`src/rtl/and_sweep_driver.sv`:
```
// Exhaustive stimulus sweep for a WIDTH-input AND reduction, with optional
// response checking enabled by defining SWEEP_CHECK_EN.
module and_sweep_driver #(
    parameter int unsigned WIDTH = 2,
    parameter int unsigned DWELL = 10
) (
    input  logic             clk,
    input  logic             rstn,
    input  logic             start,
    input  logic             abort,
    input  logic             z_i,
    output logic [WIDTH-1:0] vec_o,
    output logic             busy,
    output logic             done,
    output logic [WIDTH:0]   err_cnt,
    output logic             fail_seen,
    output logic [WIDTH-1:0] first_fail
);

    localparam int unsigned CW = (DWELL > 1) ? $clog2(DWELL) : 1;
    localparam logic [CW-1:0] LAST = CW'(DWELL - 1);

    typedef enum logic [1:0] {
        IDLE = 2'd0,
        HOLD = 2'd1,
        DONE = 2'd2
    } state_t;

    state_t        state;
    logic [CW-1:0] cnt;
    logic          launch;
    logic          sample;

    assign launch = (state != HOLD) && start && !abort;
    assign sample = (state == HOLD) && (cnt == LAST) && !abort;

    always_ff @(posedge clk or negedge rstn) begin
        if (!rstn) begin
            state <= IDLE;
            vec_o <= '0;
            cnt   <= '0;
            busy  <= 1'b0;
            done  <= 1'b0;
        end else if (abort) begin
            state <= IDLE;
            vec_o <= '0;
            cnt   <= '0;
            busy  <= 1'b0;
            done  <= 1'b0;
        end else begin
            case (state)
                IDLE, DONE: begin
                    if (start) begin
                        state <= HOLD;
                        vec_o <= '0;
                        cnt   <= '0;
                        busy  <= 1'b1;
                        done  <= 1'b0;
                    end
                end
                HOLD: begin
                    if (cnt == LAST) begin
                        // Terminal vector is detected before incrementing, so vec_o never wraps.
                        if (&vec_o) begin
                            state <= DONE;
                            busy  <= 1'b0;
                            done  <= 1'b1;
                        end else begin
                            vec_o <= vec_o + 1'b1;
                            cnt   <= '0;
                        end
                    end else begin
                        cnt <= cnt + 1'b1;
                    end
                end
                default: begin
                    state <= IDLE;
                    vec_o <= '0;
                    cnt   <= '0;
                    busy  <= 1'b0;
                    done  <= 1'b0;
                end
            endcase
        end
    end

`ifdef SWEEP_CHECK_EN
    logic mismatch;
    assign mismatch = (z_i != (&vec_o));

    always_ff @(posedge clk or negedge rstn) begin
        if (!rstn) begin
            err_cnt    <= '0;
            fail_seen  <= 1'b0;
            first_fail <= '0;
        end else if (launch) begin
            err_cnt    <= '0;
            fail_seen  <= 1'b0;
            first_fail <= '0;
        end else if (sample && mismatch) begin
            err_cnt <= err_cnt + 1'b1;
            if (!fail_seen) begin
                fail_seen  <= 1'b1;
                first_fail <= vec_o;
            end
        end
    end
`else
    logic unused_z;
    logic unused_ctl;
    assign unused_z   = z_i;
    assign unused_ctl = launch ^ sample;
    assign err_cnt    = '0;
    assign fail_seen  = 1'b0;
    assign first_fail = '0;
`endif

endmodule

```
`config.mk`:
```
export PLATFORM = sky130hd
export DESIGN_NAME = and_sweep_driver
export DESIGN_NICKNAME = d
export VERILOG_FILES = /design/src/rtl/and_sweep_driver.sv
export SDC_FILE = /design/constraint.sdc
export NUM_CORES = 1
export LEC_CHECK = 0
export CAP_MARGIN = 0
export CORE_AREA = 2 2 39 41
export DETAILED_ROUTE_END_ITERATION = 12
export DIE_AREA = 0 0 41 43
export HOLD_SLACK_MARGIN = 0.1
export MAX_ROUTING_LAYER = met4
export PLACE_DENSITY = 0.66
export SLEW_MARGIN = 20
export SYNTH_ARGS = -nofsm -noshare
export SYNTH_HDL_FRONTEND = slang
export SYNTH_SLANG_ARGS = --single-unit
```
`constraint.sdc`:
```
create_clock -name clk -period 2.28 [get_ports clk]
set_clock_uncertainty 0.2 [all_clocks]
set_input_delay 0.684 -clock clk [delete_from_list [all_inputs] [get_ports clk]]
set_output_delay 0.684 -clock clk [all_outputs]
set_load 0.01 [all_outputs]
```
# After elaboration in Yosys (flattened, before gate mapping)
# Cells that the tools add are included.
op_classes:
  addsub: 2
  mux: 25
  magnitude_cmp: 0
  reduce_logical: 6
  n_eq_ne: 8
  n_mul: 0
  div_mod_pow: 0
  bitwise_logic: 0
  shift: 0
ops:
  columns: ["operator", "n"]
  rows:
  - ["2-bit 2-to-1 mux", 8]
  - ["4-bit 2-to-1 mux", 4]
  - ["1-bit 2-to-1 mux", 8]
  - ["2-bit one-hot mux with 2 select lines", 2]
  - ["4-bit one-hot mux with 2 select lines", 1]
  - ["3-bit by 2-bit != test with 1-bit output (second input constant)", 2]
  - ["3-bit != test (second input constant)", 2]
  - ["3-bit AND reduction", 2]
  - ["4-bit by 1-bit adder with 4-bit output (second input constant)", 1]
  - ["4-bit == test (second input constant)", 1]
  - ["4-bit != test (second input constant)", 1]
  - ["1-bit one-hot mux with 2 select lines", 2]
  - ["2-bit AND reduction", 2]
  - ["2-bit by 1-bit adder with 2-bit output (second input constant)", 1]
  - ["2-bit by 1-bit == test with 1-bit output (second input constant)", 1]
  - ["2-bit == test (second input constant)", 1]
  - ["2-bit zero test", 1]
  - ["2-bit OR reduction", 1]
word_totals:
  word_cells: 46
  input_bits: 5
  regBits: 10
  ram_bits: 0
  latchBits: 0
  rom_bits: 0
  memories: 0

# Depth between registers and ports, before layout
# Gate-level depths: netlist of the first run.
logic_depth:
  depth_word: 5
  mapped_depth: 5
  depth_no_buf: 5

# Worst setup path before layout of the first run
# No wires, ideal clock.
synth_path:
  path_type: "input to register"
  from: "in abort"
  to: "reg cnt[3]"
  cell_stages: 4
  required_time_ps: 2011
  n_path_buf: 1
  setup_time_ps: 69
  arrival_time_ps: 1561
  path_slack_ps: 450
  cell_sequence: "or3b_1 > buf_2 > or3_1 > nand3_1"
synth_via:
  elab_chain_cells: 2
  word_cells_on_any_way: 4
  classes_between: "2 x eq/ne; 1 x mux; 1 x reduce/logical"
synth_lines:
  columns: ["item", "line_no", "source"]
  rows:
  - ["start, declared", "10", "input logic abort,"]
  - ["4-bit != test (no source line) or 3-bit != test (tied branches)", null, null]
  - ["2-bit AND reduction (no source line)", null, null]
  - ["end signal, assigned", "73", "cnt <= cnt + 1'b1;"]
  - ["end, declared", "30", "logic [CW-1:0] cnt;"]
# Several ways; a longest one is shown, not always the timed one.
# A chain may end at the register's enable or synchronous reset.

==> qor.yml, run 1 <==
clocking:
  hold_buffers: 0
  path_clk_slew_ps: 60
  clkSinkCount: 8
  cts_tree: "done"
  cts_resized: 0
  cts_root_buffer: "clkbuf_4"
  post_cts_buffers: 0
  htree_levels: 1
  clock_path_buffers: 2
  clk_latency_ps: 250
  cts_buffers: 3
logic_synthesis:
  synthTopCellsByArea: "dfrtp_1 (40%), buf_4 (9.1%), ha_1 (7.6%)"
  ys_warn_count: 0
  synth.most_common_cell: "dfrtp_1"
  synth_top_area_cell: "dfrtp_1"
  postSynth.asyncResetShare_pct: 100.0
  synth_commonest_cells: "dfrtp_1 (8), buf_4 (6), o21ai_0 (5)"
  synth_cells: 51
  synth-seq-cells: 8
  yosysSeqAreaShare_pct: 40.40
  synth.avg_cell_area_sq_um: 9.715
  synth_cell_type_count: 24
  yosysTopAreaCellShare_pct: 40.40
  synth_area_sq_um: 495.5
  synthFlopType: "dfrtp_1"
  synth-edff-count: 0
cells_and_area:
  area_growth_pct: 19.44
  drive_above_1_share_pct: 8.197
  multi_input_area_sq_um: 256.5
  fill_cells: 140
  nets: 71
  antenna_cells: 0
  design_area_sq_um: 591.8
  seq_area_sq_um: 200.2
global_routing:
  grt_usage_pct: 13.96
  grt_overflow: 0
  grt_pass1_wl_mm: 1.559
  antenna_found_initial: 0
  grt_pass1_vias: 353
  grt_max_degree: 9
worst_setup_path:
  worstPathArrival_ps: 1230
  crit_type: "reg2out"
  start_kind: "register"
  critPathBufInv: 1
  worstPathMaxFanout: 7
  worst_path_max_delay_cell: "clkdlybuf4s50_1"
  cp_top_family: "buffers and inverters"
  cp-end-kind: "output port"
  path_cells: "clkdlybuf4s50_1"
  crit_required_ps: 1400
  slowest_delay_ps: 560
sta:
  post-route-period-util_pct: 92.74
  finalSetupViolCount: 0
  hold_viol_final: 0
  final.min_clock_period_ps: 2114
  fmax_ghz: 0.4729
  setup_slack_ps: 165.5
  final_max_slew_viol_count: 0
  rsz0062_at_grt: "false"
pwr:
  power_density_nw_per_um2: 597.8
  p_leak_nw: 0.2693
  vdd_drop_max_mv: 0.2823
placed_design:
  placed_area_sq_um: 569.3
  pre_cts_ws_ps: -52.40
  port_buffers: 7
  place.gp.congestion: 0.8078
  dp_hpwl_um: 741
outcome:
  outcome: "finished clean"
floorplanning:
  ios: 15
  die_w_um: 41
  die_y_um: 43
  rows: 14
  die-area_sq_um: 1763
  coreArea_sq_um: 1384
  initial_core_util_pct: 35.80
drt:
  vias: 400
  ant_nets: 0
  detail_route.vias_per_cell: 5.195
  routed_wl_um: 946
  dr.pass1.iters: 4
  avgRoutedWirePerCell_um: 12.29
  drcViolationCount: 0
  drtIter0Drc: 4
hold_path:
  hold_class: "reg2reg"
run:
  drv_cap: 0
cell usage in the layout (no fill, tap or decap):
cell type / count
dfrtp_1: 8
clkdlybuf4s50_1: 7
conb_1: 6
o21ai_0: 5
nand2_1: 3
ha_1: 3
clkbuf_4: 3
inv_1: 2
or3_1: 2
a21oi_1: 2
nor3_1: 2
nand2b_1: 2
o2bb2ai_1: 2
nand3_1: 2
buf_4: 2
nor3b_1: 1
or3b_1: 1
nand4b_1: 1
o211a_1: 1
nand3b_1: 1
nor4bb_1: 1
nand4bb_1: 1
a21o_1: 1
a32o_1: 1
nand4_1: 1
final cells by class:
| class | count | area share, % |
|---|---|---|
| well taps | 16 | 3.383 |
| clock buffers | 3 | 3.805 |
| multi-input cells | 39 | 43.34 |
| inverters | 2 | 1.268 |
| flip-flops and latches | 8 | 33.83 |
| repair buffers | 9 | 14.38 |
power by group:
part           total (mW)  internal (mW)  switching (mW)  leakage [nW]
clock network       0.110         0.0603          0.0496        0.0138
logic              0.0716         0.0355          0.0362         0.146
registers           0.172          0.155          0.0175         0.109
worst paths after layout:
path / from / endpoint / slack (ps) / cells after the start
min reg2reg: vec_o[0] / vec_o[0] / 330 / 1
max: state[0] / busy / 170 / 1
min in group asynchronous: rstn / vec_o[0] / 510 / 1
max in group asynchronous: rstn / cnt[1] / 1100 / 1
max reg2reg: cnt[1] / vec_o[1] / 570 / 5
min: vec_o[0] / vec_o[0] / 330 / 1
flip-flops by register name, indices dropped and copies added, names as in the netlist:
name / count
cnt: 4
done: 1
state: 1
vec_o: 2
per-stage QoR:
| step | hold slack, ps | utilization [%] | setup TNS [ps] | power (mW) | std cells |
|---|---|---|---|---|---|
| 2_1_floorplan | 188.4 | - | 0 | 0.2288 | 56 |
| 3_3_place_gp | 311.9 | 41.14 | -10.02 | 0.2444 | 74 |
| 3_5_place_dp | 327.8 | 41.14 | -83.14 | 0.2476 | 74 |
| 4_1_cts | 341.1 | 42.77 | 0 | 0.3590 | 77 |
| 5_1_grt | 362.8 | 42.77 | 0 | 0.3837 | 77 |
| 6_report | 334.8 | 42.77 | 0 | 0.3538 | 77 |
per-layer routing:
| layer | vias to the layer above | global-route usage [%] | routed length (um) |
|---|---|---|---|
| met5 | - | - | 0 |
| met4 | 0 | 10.00 | 37 |
| met3 | 6 | 3.141 | 36 |
| met2 | 13 | 19.69 | 442 |
| met1 | 185 | 16.67 | 429 |
| li1 | 196 | - | - |
cells by family (layout without fill, tap and decap cells):
logic type | Yosys count | in the layout | share of synthesized area [%]
adders and majority gates | 3 | 3 | 7.577
buffers and inverters | 9 | 14 | 11.62
DFF | 8 | 8 | 40.40
and+or+nand+nor | 18 | 18 | 23.49
AOI/OAI and AO/OA | 12 | 12 | 16.16
other | 1 | 6 | 0.7568
No activity file was read; power rests on OpenSTA's default activity.
==> run 2, diff against run 1 <==
--- a/config.mk
+++ b/config.mk
@@ -7,3 +7,3 @@
 export LEC_CHECK = 0
-export CAP_MARGIN = 0
+export CAP_MARGIN = 20
 export CORE_AREA = 2 2 39 41
--- a/constraint.sdc
+++ b/constraint.sdc
@@ -4,2 +4,2 @@
 set_output_delay 0.684 -clock clk [all_outputs]
-set_load 0.01 [all_outputs]
+set_load 0.05 [all_outputs]
==> qor.yml, run 2 (synthesis results as in run 1) <==
outcome:
  outcome: "finished clean"
pwr:
  vdd_drop_max_mv: 0.2915  # +3.2%
  power_density_nw_per_um2: 656.9  # +9.9%
  pwr-share-seq_pct: 45.1  # -3.6 points
  clkPwrFrac_pct: 29.8  # -1.3 points
  combPwrFrac_pct: 25.1  # +4.9 points
  p_leak_nw: 0.2770  # +2.8%
  swShare_pct: 34.31  # +5.1 points
  internal_power_mw: 0.2511  # +0.21%
  p_switching_mw: 0.1311  # +27%
floorplanning:
  die-area_sq_um: 1763  # unchanged
  coreArea_sq_um: 1384  # unchanged
  rows: 14  # unchanged
  initial_core_util_pct: 35.80  # unchanged
  die_w_um: 41  # unchanged
  die_y_um: 43  # unchanged
  ios: 15  # unchanged
cells_and_area:
  drive_above_1_share_pct: 14.75  # +6.6 points
  top_regs: "cnt: 4 flops, vec_o: 2 flops"
  antenna_cells: 0  # unchanged
  most-common-layout-cells: "dfrtp_1 (8), conb_1 (6), buf_4 (6), o21ai_0 (5)"
  largest-register: "cnt"
  instances_no_fill: 77  # unchanged
  largest_reg_flops: 4  # unchanged
  nets: 71  # unchanged
  fill_cells: 140  # unchanged
  area_growth_pct: 17.42
  final_common_cell: "dfrtp_1"
worst_setup_path:
  cp-endpoint: "cnt[3]"
  worst_path_max_delay_cell: "or3b_1"
  r2r_cells: 5  # unchanged
  worstPathMaxFanout: 7  # unchanged
  cp-end-kind: "register"
  slowest_delay_ps: 470  # -90 ps
  start_kind: "input port"
  crit_start: "abort"
  worstPathArrival_ps: 2040  # +810 ps
  setup.reg_to_reg.worst_slack_ps: 530  # -40 ps
  r2r-end: "vec_o[1]"
  path_cells: "clkdlybuf4s50_1, or3b_1, or3_1, nand3_1"
  crit_required_ps: 2270  # +870 ps
  r2r-start: "cnt[1]"
  crit_type: "in2reg"
drt:
  avgRoutedWirePerCell_um: 12.66  # +3.1%
  drcViolationCount: 0  # unchanged
  dr.pass1.iters: 4  # unchanged
  drtIter0Drc: 7  # +3
  detail_route.vias_per_cell: 5.208  # +0.25%
  vias: 401  # +0.25%
  ant_nets: 0  # unchanged
  routed_wl_um: 975  # +3.1%
clocking:
  clkSinkCount: 8  # unchanged
  hold_buffers: 0  # unchanged
  cts_root_buffer: "clkbuf_4"
  cts_tree: "done"
  cts_resized: 0  # unchanged
  htree_levels: 1  # unchanged
  clock_path_buffers: 2  # unchanged
  clk_latency_ps: 260  # about the same
  post_cts_buffers: 0  # unchanged
  path_clk_slew_ps: 60  # about the same
  cts_buffers: 3  # unchanged
sta:
  final_max_slew_viol_count: 0  # unchanged
  post-route-period-util_pct: 89.79  # -2.9 points
  rsz0062_at_grt: "false"
  holdWs_ps: 343.5  # +8.700 ps
  fmax_ghz: 0.4884  # +3.3%
  final.min_clock_period_ps: 2047  # -67.18 ps
  finalSetupViolCount: 0  # unchanged
  hold_viol_final: 0  # unchanged
global_routing:
  grt_overflow: 0  # unchanged
  grt_pass1_vias: 361  # +2.3%
  antenna_found_initial: 0  # unchanged
  grt_pass1_wl_mm: 1.545  # -0.90%
  grt_usage_pct: 14.73  # +0.77 points
  grt_max_degree: 9  # unchanged
hold_path:
  hold_class: "reg2reg"
  hp-start: "vec_o[1]"
placed_design:
  place.gp.congestion: 0.7488  # -7.3%
  port_buffers: 7  # unchanged
  dpl.cell_count: 74  # unchanged
  dp_hpwl_um: 723.5  # -2.4%
run:
  drv_cap: 0  # unchanged
run 2: changes by cell type in the layout (fill, tap and decap cells not counted):
cell	delta
clkdlybuf4s50_1	-4
buf_4	+4
run 2: through the flow:
| step | setup slack [ps] | power [mW] | cell area [sq um] | util [%] | setup TNS, ps |
|---|---|---|---|---|---|
| 2_1_floorplan | 421.0 | 0.2507 | 514.2 | - | 0 |
| 3_3_place_gp | -29.74 | 0.2651 | 559.3 | 40.42 | -29.74 |
| 3_5_place_dp | -41.03 | 0.2707 | 559.3 | 40.42 | -90.64 |
| 4_1_cts | 236.9 | 0.3890 | 581.8 | 42.04 | 0 |
| 5_1_grt | 187.0 | 0.4114 | 581.8 | 42.04 | 0 |
| 6_report | 232.7 | 0.3822 | 581.8 | 42.04 | 0 |
run 2: per-layer routing:
metal | wire [um] | GRT usage [%] | vias to the layer above
li1 | - | - | 195
met2 | 423 | 18.44 | 14
met5 | 0 | - | -
met3 | 49 | 3.141 | 5
met4 | 50 | 16.00 | 0
met1 | 452 | 17.49 | 187
run 2: worst min path at each step:
stage | end | slack (ps) | cells past startpoint
2_1_floorplan | cnt[0] | 190 | 0
3_3_place_gp | vec_o[1] | 310 | 1
4_1_cts | cnt[1] | 350 | 1
6_report | vec_o[1] | 340 | 1
3_5_place_dp | cnt[1] | 340 | 1
5_1_grt | cnt[1] | 380 | 1
run 2: power by group through the flow:
stage | combinational [mW] | clock, mW | sequential [mW]
6_report | 0.0959 | 0.114 | 0.172
5_1_grt | 0.108 | 0.130 | 0.173
4_1_cts | 0.0964 | 0.121 | 0.172
3_5_place_dp | 0.0967 | 0 | 0.174
3_3_place_gp | 0.0922 | 0 | 0.173
2_1_floorplan | 0.0753 | 0 | 0.175
run 2: worst max-delay path, delay by kind of cell:
kind          cells  cell delay [ps]
buf+inv           1              410
simple gates      3              940
run 2: cell type report:
type | instances | area, sq um | share of cell area [%]
well taps | 16 | 20.02 | 3.441
clock buffers | 3 | 22.52 | 3.871
flip-flops and latches | 8 | 200.2 | 34.41
inverters | 2 | 7.507 | 1.290
repair buffers | 9 | 75.07 | 12.90
multi-input cells | 39 | 256.5 | 44.09
